File: config.mk
export PLATFORM = sky130hd
export DESIGN_NAME = spi_main_ctrl
export DESIGN_NICKNAME = d
export VERILOG_FILES = /design/src/rtl/spi_main_ctrl.sv
export SDC_FILE = /design/constraint.sdc
export NUM_CORES = 1
export LEC_CHECK = 0
export CAP_MARGIN = 20
export CORE_MARGIN = 8
export CORE_UTILIZATION = 51
export DETAILED_ROUTE_END_ITERATION = 16
export HOLD_SLACK_MARGIN = 0.06
export PLACE_DENSITY = 0.8
export SYNTH_ARGS = -nofsm -noshare
export SYNTH_HDL_FRONTEND = slang
export SYNTH_SLANG_ARGS = --single-unit
File: constraint.sdc
create_clock -name clk -period 23.1 [get_ports clk]
set_input_delay 5.775 -clock clk [delete_from_list [all_inputs] [get_ports clk]]
set_output_delay 5.775 -clock clk [all_outputs]
set_load 0.05 [all_outputs]
File: src/rtl/spi_main_ctrl.sv
// SPI main controller: sends a mode-tagged write frame, idles cs for a gap,
// then clocks in a 128-bit read frame from the subordinate.
module spi_main_ctrl #(
   parameter int CLK_DIV = 4,
   parameter int GAP_CYC = 16
) (
   input  logic         clk,
   input  logic         rst,
   input  logic         start,
   input  logic [1:0]   mode,
   input  logic [255:0] data_in,
   output logic         busy,
   output logic         done,
   output logic         err,
   output logic [127:0] rx_data,
   output logic         cs,
   output logic         sclk,
   output logic         mosi,
   input  logic         miso
);

   typedef enum logic [2:0] {IDLE, WRITE, GAP, READ, FIN} state_t;
   // A phase is: lead half-period, N sclk periods, then a tail half-period before cs rises.
   typedef enum logic [1:0] {SEG_LEAD, SEG_RUN, SEG_TAIL} seg_t;

   state_t       state, state_nxt;
   seg_t         seg;
   logic [7:0]   div_cnt;
   logic [15:0]  gap_cnt;
   logic [8:0]   bit_cnt;
   logic [8:0]   last_bit;
   logic [1:0]   mode_q;
   logic [256:0] tx_sh;
   logic         tick, phase_end, gap_end, accept, reject;

   assign tick      = (div_cnt == 8'(CLK_DIV - 1));
   assign phase_end = tick && (seg == SEG_TAIL);
   assign gap_end   = (gap_cnt == 16'(GAP_CYC - 1));

   always_comb begin
      last_bit = 9'd127;
      if (state == WRITE) begin
         case (mode_q)
            2'b00:   last_bit = 9'd129;
            2'b01:   last_bit = 9'd197;
            default: last_bit = 9'd257;
         endcase
      end
   end

   always_ff @(posedge clk or posedge rst) begin
      if (rst) state <= IDLE;
      else     state <= state_nxt;
   end

   always_comb begin
      state_nxt = state;
      busy      = 1'b0;
      done      = 1'b0;
      accept    = 1'b0;
      reject    = 1'b0;
      unique case (state)
         IDLE: begin
            if (start) begin
               if (mode == 2'b11) begin
                  reject = 1'b1;
               end else begin
                  accept    = 1'b1;
                  state_nxt = WRITE;
               end
            end
         end
         WRITE: begin
            busy = 1'b1;
            if (phase_end) state_nxt = GAP;
         end
         GAP: begin
            busy = 1'b1;
            if (gap_end) state_nxt = READ;
         end
         READ: begin
            busy = 1'b1;
            if (phase_end) state_nxt = FIN;
         end
         FIN: begin
            done      = 1'b1;
            state_nxt = IDLE;
         end
         default: state_nxt = IDLE;
      endcase
   end

   always_ff @(posedge clk or posedge rst) begin
      if (rst) begin
         cs      <= 1'b1;
         sclk    <= 1'b0;
         mosi    <= 1'b0;
         err     <= 1'b0;
         rx_data <= '0;
         mode_q  <= '0;
         tx_sh   <= '0;
         div_cnt <= '0;
         gap_cnt <= '0;
         bit_cnt <= '0;
         seg     <= SEG_LEAD;
      end else begin
         err <= reject;
         unique case (state)
            IDLE: begin
               if (accept) begin
                  mode_q  <= mode;
                  tx_sh   <= {mode[0], data_in};
                  mosi    <= mode[1];
                  cs      <= 1'b0;
                  div_cnt <= '0;
                  bit_cnt <= '0;
                  seg     <= SEG_LEAD;
               end
            end
            WRITE, READ: begin
               div_cnt <= tick ? 8'd0 : div_cnt + 8'd1;
               if (tick) begin
                  unique case (seg)
                     SEG_LEAD: begin
                        sclk <= 1'b1;
                        seg  <= SEG_RUN;
                     end
                     SEG_RUN: begin
                        if (sclk) begin
                           sclk <= 1'b0;
                           if (state == READ) rx_data <= {rx_data[126:0], miso};
                        end else if (bit_cnt == last_bit) begin
                           seg <= SEG_TAIL;
                        end else begin
                           // Next bit goes out on the same edge that raises sclk.
                           sclk    <= 1'b1;
                           bit_cnt <= bit_cnt + 9'd1;
                           if (state == WRITE) begin
                              mosi  <= tx_sh[256];
                              tx_sh <= tx_sh << 1;
                           end
                        end
                     end
                     SEG_TAIL: begin
                        cs      <= 1'b1;
                        mosi    <= 1'b0;
                        seg     <= SEG_LEAD;
                        bit_cnt <= '0;
                        gap_cnt <= '0;
                     end
                     default: seg <= SEG_LEAD;
                  endcase
               end
            end
            GAP: begin
               gap_cnt <= gap_cnt + 16'd1;
               if (gap_end) begin
                  cs      <= 1'b0;
                  div_cnt <= '0;
               end
            end
            default: ;
         endcase
      end
   end

endmodule
==> results of run 1 <==
where the power goes:
| group | leakage, nW | internal, mW | switching [mW] | total (mW) |
|---|---|---|---|---|
| Sequential | 5.09 | 0.955 | 0.140 | 1.10 |
| Combinational | 3.83 | 0.250 | 0.0905 | 0.340 |
| Clock | 0.718 | 0.432 | 0.285 | 0.717 |
through the flow:
step | utilization [%] | worst slack [ps] | std cells | cell area [µm²]
finish | 67.0 | 14850 | 2262 | 24300
global placement | 62.5 | 14150 | 2174 | 22700
global route | 67.0 | 14690 | 2262 | 24300
CTS | 66.6 | 14600 | 2249 | 24100
detailed placement | 62.5 | 14050 | 2174 | 22700
floorplan | - | 5380 | 1409 | 18600
per-layer routing:
metal / vias up / GRT usage (%) / share of wire [%]
met5: - / 0 / 0
li1: 5965 / - / -
met3: 70 / 5.19 / 6.2
met1: 6565 / 28.7 / 44
met2: 461 / 34.2 / 47
met4: 0 / 6.41 / 2.3
flip-flops by register name, indices dropped and copies added (netlist names), 2 cells and up:
signal,cells
bit_cnt,9
gap_cnt,16
mode_q,2
seg,2
rx_data,128
div_cnt,8
tx_sh,257
state,3
how the worst min path moves through the flow:
stage	endpoint	slack, ps	depth (start not counted)
floorplan	mode_q[0]$_DFFE_PP0P_	460	1
global placement	mode_q[0]$_DFFE_PP0P_	470	1
detailed placement	mode_q[0]$_DFFE_PP0P_	480	1
CTS	mode_q[0]$_DFFE_PP0P_	490	1
global route	mode_q[0]$_DFFE_PP0P_	510	1
finish	mode_q[0]$_DFFE_PP0P_	490	1
synth_stat cells (2+ instances only):
library cell | number | area share, %
o21ai_0 | 31 | 0.83
nand2b_1 | 3 | 0.10
xnor2_1 | 7 | 0.33
a22o_1 | 2 | 0.094
nand2_1 | 30 | 0.61
xor2_1 | 4 | 0.19
a21o_1 | 3 | 0.12
nor4b_1 | 3 | 0.14
o31ai_1 | 4 | 0.16
and2_1 | 4 | 0.13
inv_1 | 10 | 0.20
a31oi_1 | 2 | 0.067
nor2_1 | 35 | 0.71
o41ai_1 | 5 | 0.24
a211oi_1 | 2 | 0.081
ha_1 | 6 | 0.40
buf_6 | 15 | 0.91
nor4_1 | 3 | 0.10
and3_1 | 7 | 0.24
o221a_2 | 131 | 7.9
nand3_1 | 17 | 0.46
nand4b_1 | 2 | 0.094
or3_1 | 4 | 0.13
mux2_2 | 129 | 7.8
a21oi_1 | 10 | 0.27
clkbuf_1 | 37 | 0.75
or2_2 | 256 | 8.6
nand4_1 | 5 | 0.17
dfrtp_1 | 428 | 58
buf_1 | 4 | 0.081
buf_2 | 51 | 1.4
nor2b_1 | 2 | 0.067
nor3_1 | 12 | 0.32
o221a_1 | 125 | 7.6
area by class of cell:
class	instances	area, µm²
Clock inverter	14	178
Antenna cell	8	20.0
Timing Repair Buffer	410	4180
Inverter	10	45.0
Clock buffer	61	1290
Fill cell	2635	12000
Multi-Input combinational cell	862	7270
Sequential cell	429	10700
Tap cell	468	586
kinds of logic (layout without fill, tap and decap cells):
logic type	Yosys count	in the layout	synth area share, %
flops	429	429	57.7
simple gates	391	391	12.3
compound gates	324	324	17.8
mux	130	130	7.86
buf+inv	118	495	3.35
xor+xnor	11	11	0.518
fa+ha+maj	6	6	0.403
other cells	0	8	0
==> key figures, run 1 <==
Logic synthesis
  • Top FF cell, synth: dfrtp_1
  • Asr flop ratio synth: 100%
  • Post-Syn Area: 18600 µm²
  • FF+latch count, synth: 429
  • EDFF count, synth: 0
  • Syn Nets: 1677
  • Post-Syn Instances: 1409
  • Register area share after synthesis: 57.7%
  • Avg Inst Size Synth: 13.2 µm²
  • Syn. warnings: 0
  • Synth cell types: 54

Placement
  • Dpl hpwl: 32.2 mm
  • Number of port buffers: 395
  • Gpl congestion: 0.806

Clock network
  • CTS clk-pin slew, worst paths: 60 ps
  • Worst-skew pair later-pin latency: 530 ps
  • Root Driver: clkbuf_16
  • Clock sinks: 429
  • Clock tree buffer depth: 3
  • CTS tree: yes
  • H-tree levels: 2
  • Post-CTS setup buffers: 0
  • CTS resizes: 0
  • Total CTS buffers: 44
  • Hold-fix buffers, CTS: 0

Floorplan
  • Die W: 207 µm
  • I/O pin cnt: 396
  • Die Span Y: 207 µm
  • Row cnt: 70
  • Core area: 36300 µm²
  • Initial Util: 51.3%
  • Die area: 42800 µm²

Worst setup path
  • Worst r2r src: div_cnt[0]$_DFFE_PP0P_
  • Critical Path Slowest Stage Cell: nor2_4
  • WS Path Type: input pin to register
  • Critical path depth: 9
  • Delay-heaviest family, CP: simple AND/OR/NAND/NOR gates
  • CP Max Fanout: 95
  • CP Capture Point: tx_sh[223]$_DFFE_PP0P_
  • Crit-path max cell delay: 780 ps
  • R2R setup slack: 19560 ps
  • Worst Reg2Reg Path Length in Cells: 8
  • Worst Path Arrival: 8710 ps
  • Setup crit end kind: register
  • Buf+Inv Stages, Crit Path: 3
  • Most common cell on crit path: nand2_1
  • R2R Path End: tx_sh[223]$_DFFE_PP0P_
  • Critical Path RT: 23560 ps
  • Crit path cell chain: clkdlybuf4s50_1 -> nand2_1 -> nand2_1 -> nor2_1 -> a21oi_1 -> nor2_4 -> buf_4 -> buf_16 -> o221a_2
  • Crit path from: mode[1]
  • Startpoint Class: input pin

Timing
  • Hold Fails Final Rpt: 0
  • Maximum clock rate: 0.121 GHz
  • Skew final: 9.36 ps
  • Endpoints failing setup: 0
  • Final Max Slew Viols: 0
  • Final Cycle Share: 35.7%
  • RSZ-0062 raised after global routing: no
  • Slew headroom: 2.66%
  • Measured slew at the worst slew-check pin: 1460 ps
  • Period minus WS final: 8250 ps
  • WHS: 490 ps
  • Final setup TNS: 0 ps

Pwr
  • Max IR drop VDD: 0.0527 mV
  • Leakage power: 9.63 nW
  • Final Power: 2.15 mW
  • Power Dens Cells: 88.6 nW/µm²

Worst hold path
  • Worst hold start: mode_q[0]$_DFFE_PP0P_
  • Worst hold path type: register to register

Layout
  • Area Overhead vs Synth: 30.6%
  • Most common cell after layout, fill and taps aside: dfrtp_1
  • Final net count: 2025
  • Most frequent cells in the layout: 428 x dfrtp_1, 395 x clkdlybuf4s50_1, 256 x or2_2
  • Share of cells above drive strength 1: 34.3%

GRT
  • Number of global-route vias before repair: 13900
  • Initial antenna violation count: 8
  • Global Route Usage Sum: 21.4%
  • First-pass GRT wire length: 76.0 mm
  • Largest net degree at the start of global routing: 257
  • Overflow left after global routing: 0

Detailed routing
  • Final WL: 47.2 mm
  • Initial drt markers: 881
  • Number of vias per cell: 5.77
  • Drt wl/cell: 20.9 µm
  • Post-route DRC: 0
  • ANT nets after route: 0
  • Drt first pass iters: 5
  • Via count: 13100

Status
  • Status: finished, final reports clean

Job
  • Max Cap Violations: 0
Power figures use the tool's default switching activity.
==> run 2: changes to the inputs <==
==> constraint.sdc (replaced) <==
create_clock -name clk -period 7.8 [get_ports clk]
set_input_delay 1.95 -clock clk [delete_from_list [all_inputs] [get_ports clk]]
set_output_delay 1.95 -clock clk [all_outputs]
set_load 0.05 [all_outputs]
==> key figures, run 2 (synthesis gave the netlist of run 1 again) <==
Floorplan
  • Row cnt: 70 (unchanged)
  • I/O pin cnt: 396 (unchanged)
  • Die Span Y: 207 µm (unchanged)
  • Die area: 42800 µm² (unchanged)
  • Die W: 207 µm (unchanged)
  • Core area: 36300 µm² (unchanged)
  • Initial Util: 51.3% (unchanged)

Pwr
  • Logic gate share of total power: 15.6% (-0.2 points)
  • Net Sw Frac: 23.8% (-0.19 points)
  • Clock share of power: 34.9% (+1.6 points)
  • Sequential power share: 49.5% (-1.4 points)
  • Max IR drop VDD: 0.153 mV (+190%)
  • Leakage power: 9.68 nW (+0.52%)
  • Pint: 4.99 mW (+200%)
  • Power Dens Cells: 268 nW/µm² (+200%)
  • Net Sw Power: 1.56 mW (+200%)

Layout
  • Most frequent cells in the layout: 428 x dfrtp_1, 395 x clkdlybuf4s50_1, 256 x or2_2
  • Final net count: 2024 (-0.049%)
  • Fill cell count: 2648 (+0.49%)
  • Fin util: 67.3% (+0.25 points)
  • Final Non-Filler Cells: 2262 (unchanged)
  • Largest register by flop count: tx_sh
  • Share of cells above drive strength 1: 34.2% (-0.11 points)
  • Area Overhead vs Synth: 31.1%
  • Post-route cell area: 24400 µm² (+0.37%)
  • Top flop regs: tx_sh (257), rx_data (128), gap_cnt (16)
  • Largest register FFs: 257 (unchanged)
  • Most common cell after layout, fill and taps aside: dfrtp_1

Clock network
  • CTS resizes: 0 (unchanged)
  • Total CTS buffers: 45 (+2.3%)
  • Clock sinks: 429 (unchanged)
  • Clock tree buffer depth: 3 (unchanged)
  • Hold-fix buffers, CTS: 0 (unchanged)
  • Root Driver: clkbuf_16
  • CTS clk-pin slew, worst paths: 60 ps (about the same)
  • CTS tree: yes
  • Post-CTS setup buffers: 0 (unchanged)
  • H-tree levels: 2 (unchanged)
  • Worst-skew pair later-pin latency: 560 ps (+30 ps)

Timing
  • Endpoints failing setup: 0 (unchanged)
  • Period minus WS final: 4380 ps
  • Skew final: 20.6 ps (+11.3 ps)
  • RSZ-0062 raised after global routing: no
  • Slew headroom: 34.0% (+31 points)
  • Final Max Slew Viols: 0 (unchanged)
  • Measured slew at the worst slew-check pin: 991 ps (-469 ps)
  • Final Cycle Share: 56.2%
  • Hold Fails Final Rpt: 0 (unchanged)
  • Final setup TNS: 0 ps (unchanged)
  • Maximum clock rate: 0.228 GHz
  • Final setup margin: 3420 ps (-11440 ps)

Detailed routing
  • Number of vias per cell: 5.76 (-0.30%)
  • Via count: 13000 (-0.30%)
  • Drt wl/cell: 21.2 µm (+1.5%)
  • Final WL: 48.0 mm (+1.5%)
  • Post-route DRC: 0 (unchanged)
  • ANT nets after route: 0 (unchanged)
  • Drt first pass iters: 4 (-1)
  • Initial drt markers: 1057 (+20%)

GRT
  • Largest net degree at the start of global routing: 179 (-30%)
  • Initial antenna violation count: 7 (-1)
  • Global Route Usage Sum: 21.5% (+0.16 points)
  • First-pass GRT wire length: 76.6 mm (+0.83%)
  • Number of global-route vias before repair: 13900 (-0.15%)
  • Overflow left after global routing: 0 (unchanged)

Status
  • Status: finished, final reports clean

Worst setup path
  • Setup crit end kind: output pin
  • Worst Path Arrival: 2430 ps (-6280 ps)
  • Critical Path RT: 5850 ps (-17710 ps)
  • WS Path Type: register to output pin
  • CP Max Fanout: 9 (-91%)
  • Delay-heaviest family, CP: buffers and inverters
  • Buf+Inv Stages, Crit Path: 2 (-1)
  • Critical Path Slowest Stage Cell: clkdlybuf4s50_1
  • Startpoint Class: register
  • Crit path cell chain: inv_1 -> nor3_1 -> clkdlybuf4s50_1
  • Crit-path max cell delay: 870 ps (+90 ps)

Placement
  • Placed Instances: 2174 (unchanged)
  • Gpl congestion: 0.821 (+1.8%)
  • Post-place instance area: 22700 µm² (+0.15%)
  • Number of port buffers: 395 (unchanged)
  • Dpl hpwl: 32.1 mm (-0.20%)
  • Pre-CTS setup slack: 2870 ps (-11180 ps)

Worst hold path
  • Worst hold path type: register to register

Job
  • Max Cap Violations: 0 (unchanged)
[run 2: per-layer routing]
| layer | vias up | part of all wire, % | GRT usage, % | routed length [µm] |
|---|---|---|---|---|
| li1 | 5978 | - | - | - |
| met1 | 6548 | 43 | 28.7 | 20800 |
| met2 | 416 | 48 | 34.9 | 23100 |
| met3 | 70 | 6.5 | 5.62 | 3110 |
| met4 | 10 | 1.9 | 5.32 | 908 |
| met5 | - | 0.14 | 0 | 69 |
[run 2: final cells by class]
cell class | instances | area (µm²) | area share [%]
diodes | 2 | 5.00 | 0.0205
clock buffers | 75 | 1440 | 5.91
clock inverters | 8 | 169 | 0.693
inverters | 10 | 41.3 | 0.169
multi-input cells | 862 | 7270 | 29.8
flip-flops and latches | 429 | 10700 | 44.0
well taps | 468 | 586 | 2.40
repair buffers | 408 | 4140 | 17.0
[run 2: path summary, 6_finish.rpt]
path                                          end  cells past startpoint  slack [ps]                   from
setup / recovery                             done                      3        3420   state[2]$_DFFE_PP0P_
hold / removal              mode_q[0]$_DFFE_PP0P_                      1         500  mode_q[0]$_DFFE_PP0P_
setup reg to reg           tx_sh[149]$_DFFE_PP0P_                      7        4570   state[2]$_DFFE_PP0P_
hold reg to reg             mode_q[0]$_DFFE_PP0P_                      1         500  mode_q[0]$_DFFE_PP0P_
max in group asynchronous   tx_sh[37]$_DFFE_PP0P_                      3        4460                    rst
min in group asynchronous  rx_data[0]$_DFFE_PP0P_                      2        1940                    rst
[run 2: stage by stage]
step                hold WS (ps)  total power [mW]
floorplan                    456              3.90
global placement             472              4.21
detailed placement           484              4.28
CTS                          497              6.60
global route                 536              6.82
finish                       499              6.55
[run 2: power groups by stage]
stage                     Combinational (mW)  Sequential (mW)  Clock, mW
after floorplan                        0.762             3.13          0
after global placement                 0.975             3.23          0
after detailed placement                1.03             3.25          0
after CTS                               1.03             3.23       2.34
after global routing                    1.10             3.30       2.42
final                                   1.02             3.24       2.29
[run 2: worst reg2reg max path, delay by kind of cell (launching register included)]
family	cells	cell delay [ps]
compound gates	4	1180
simple gates	2	780
buf+inv	1	710
flops	1	500
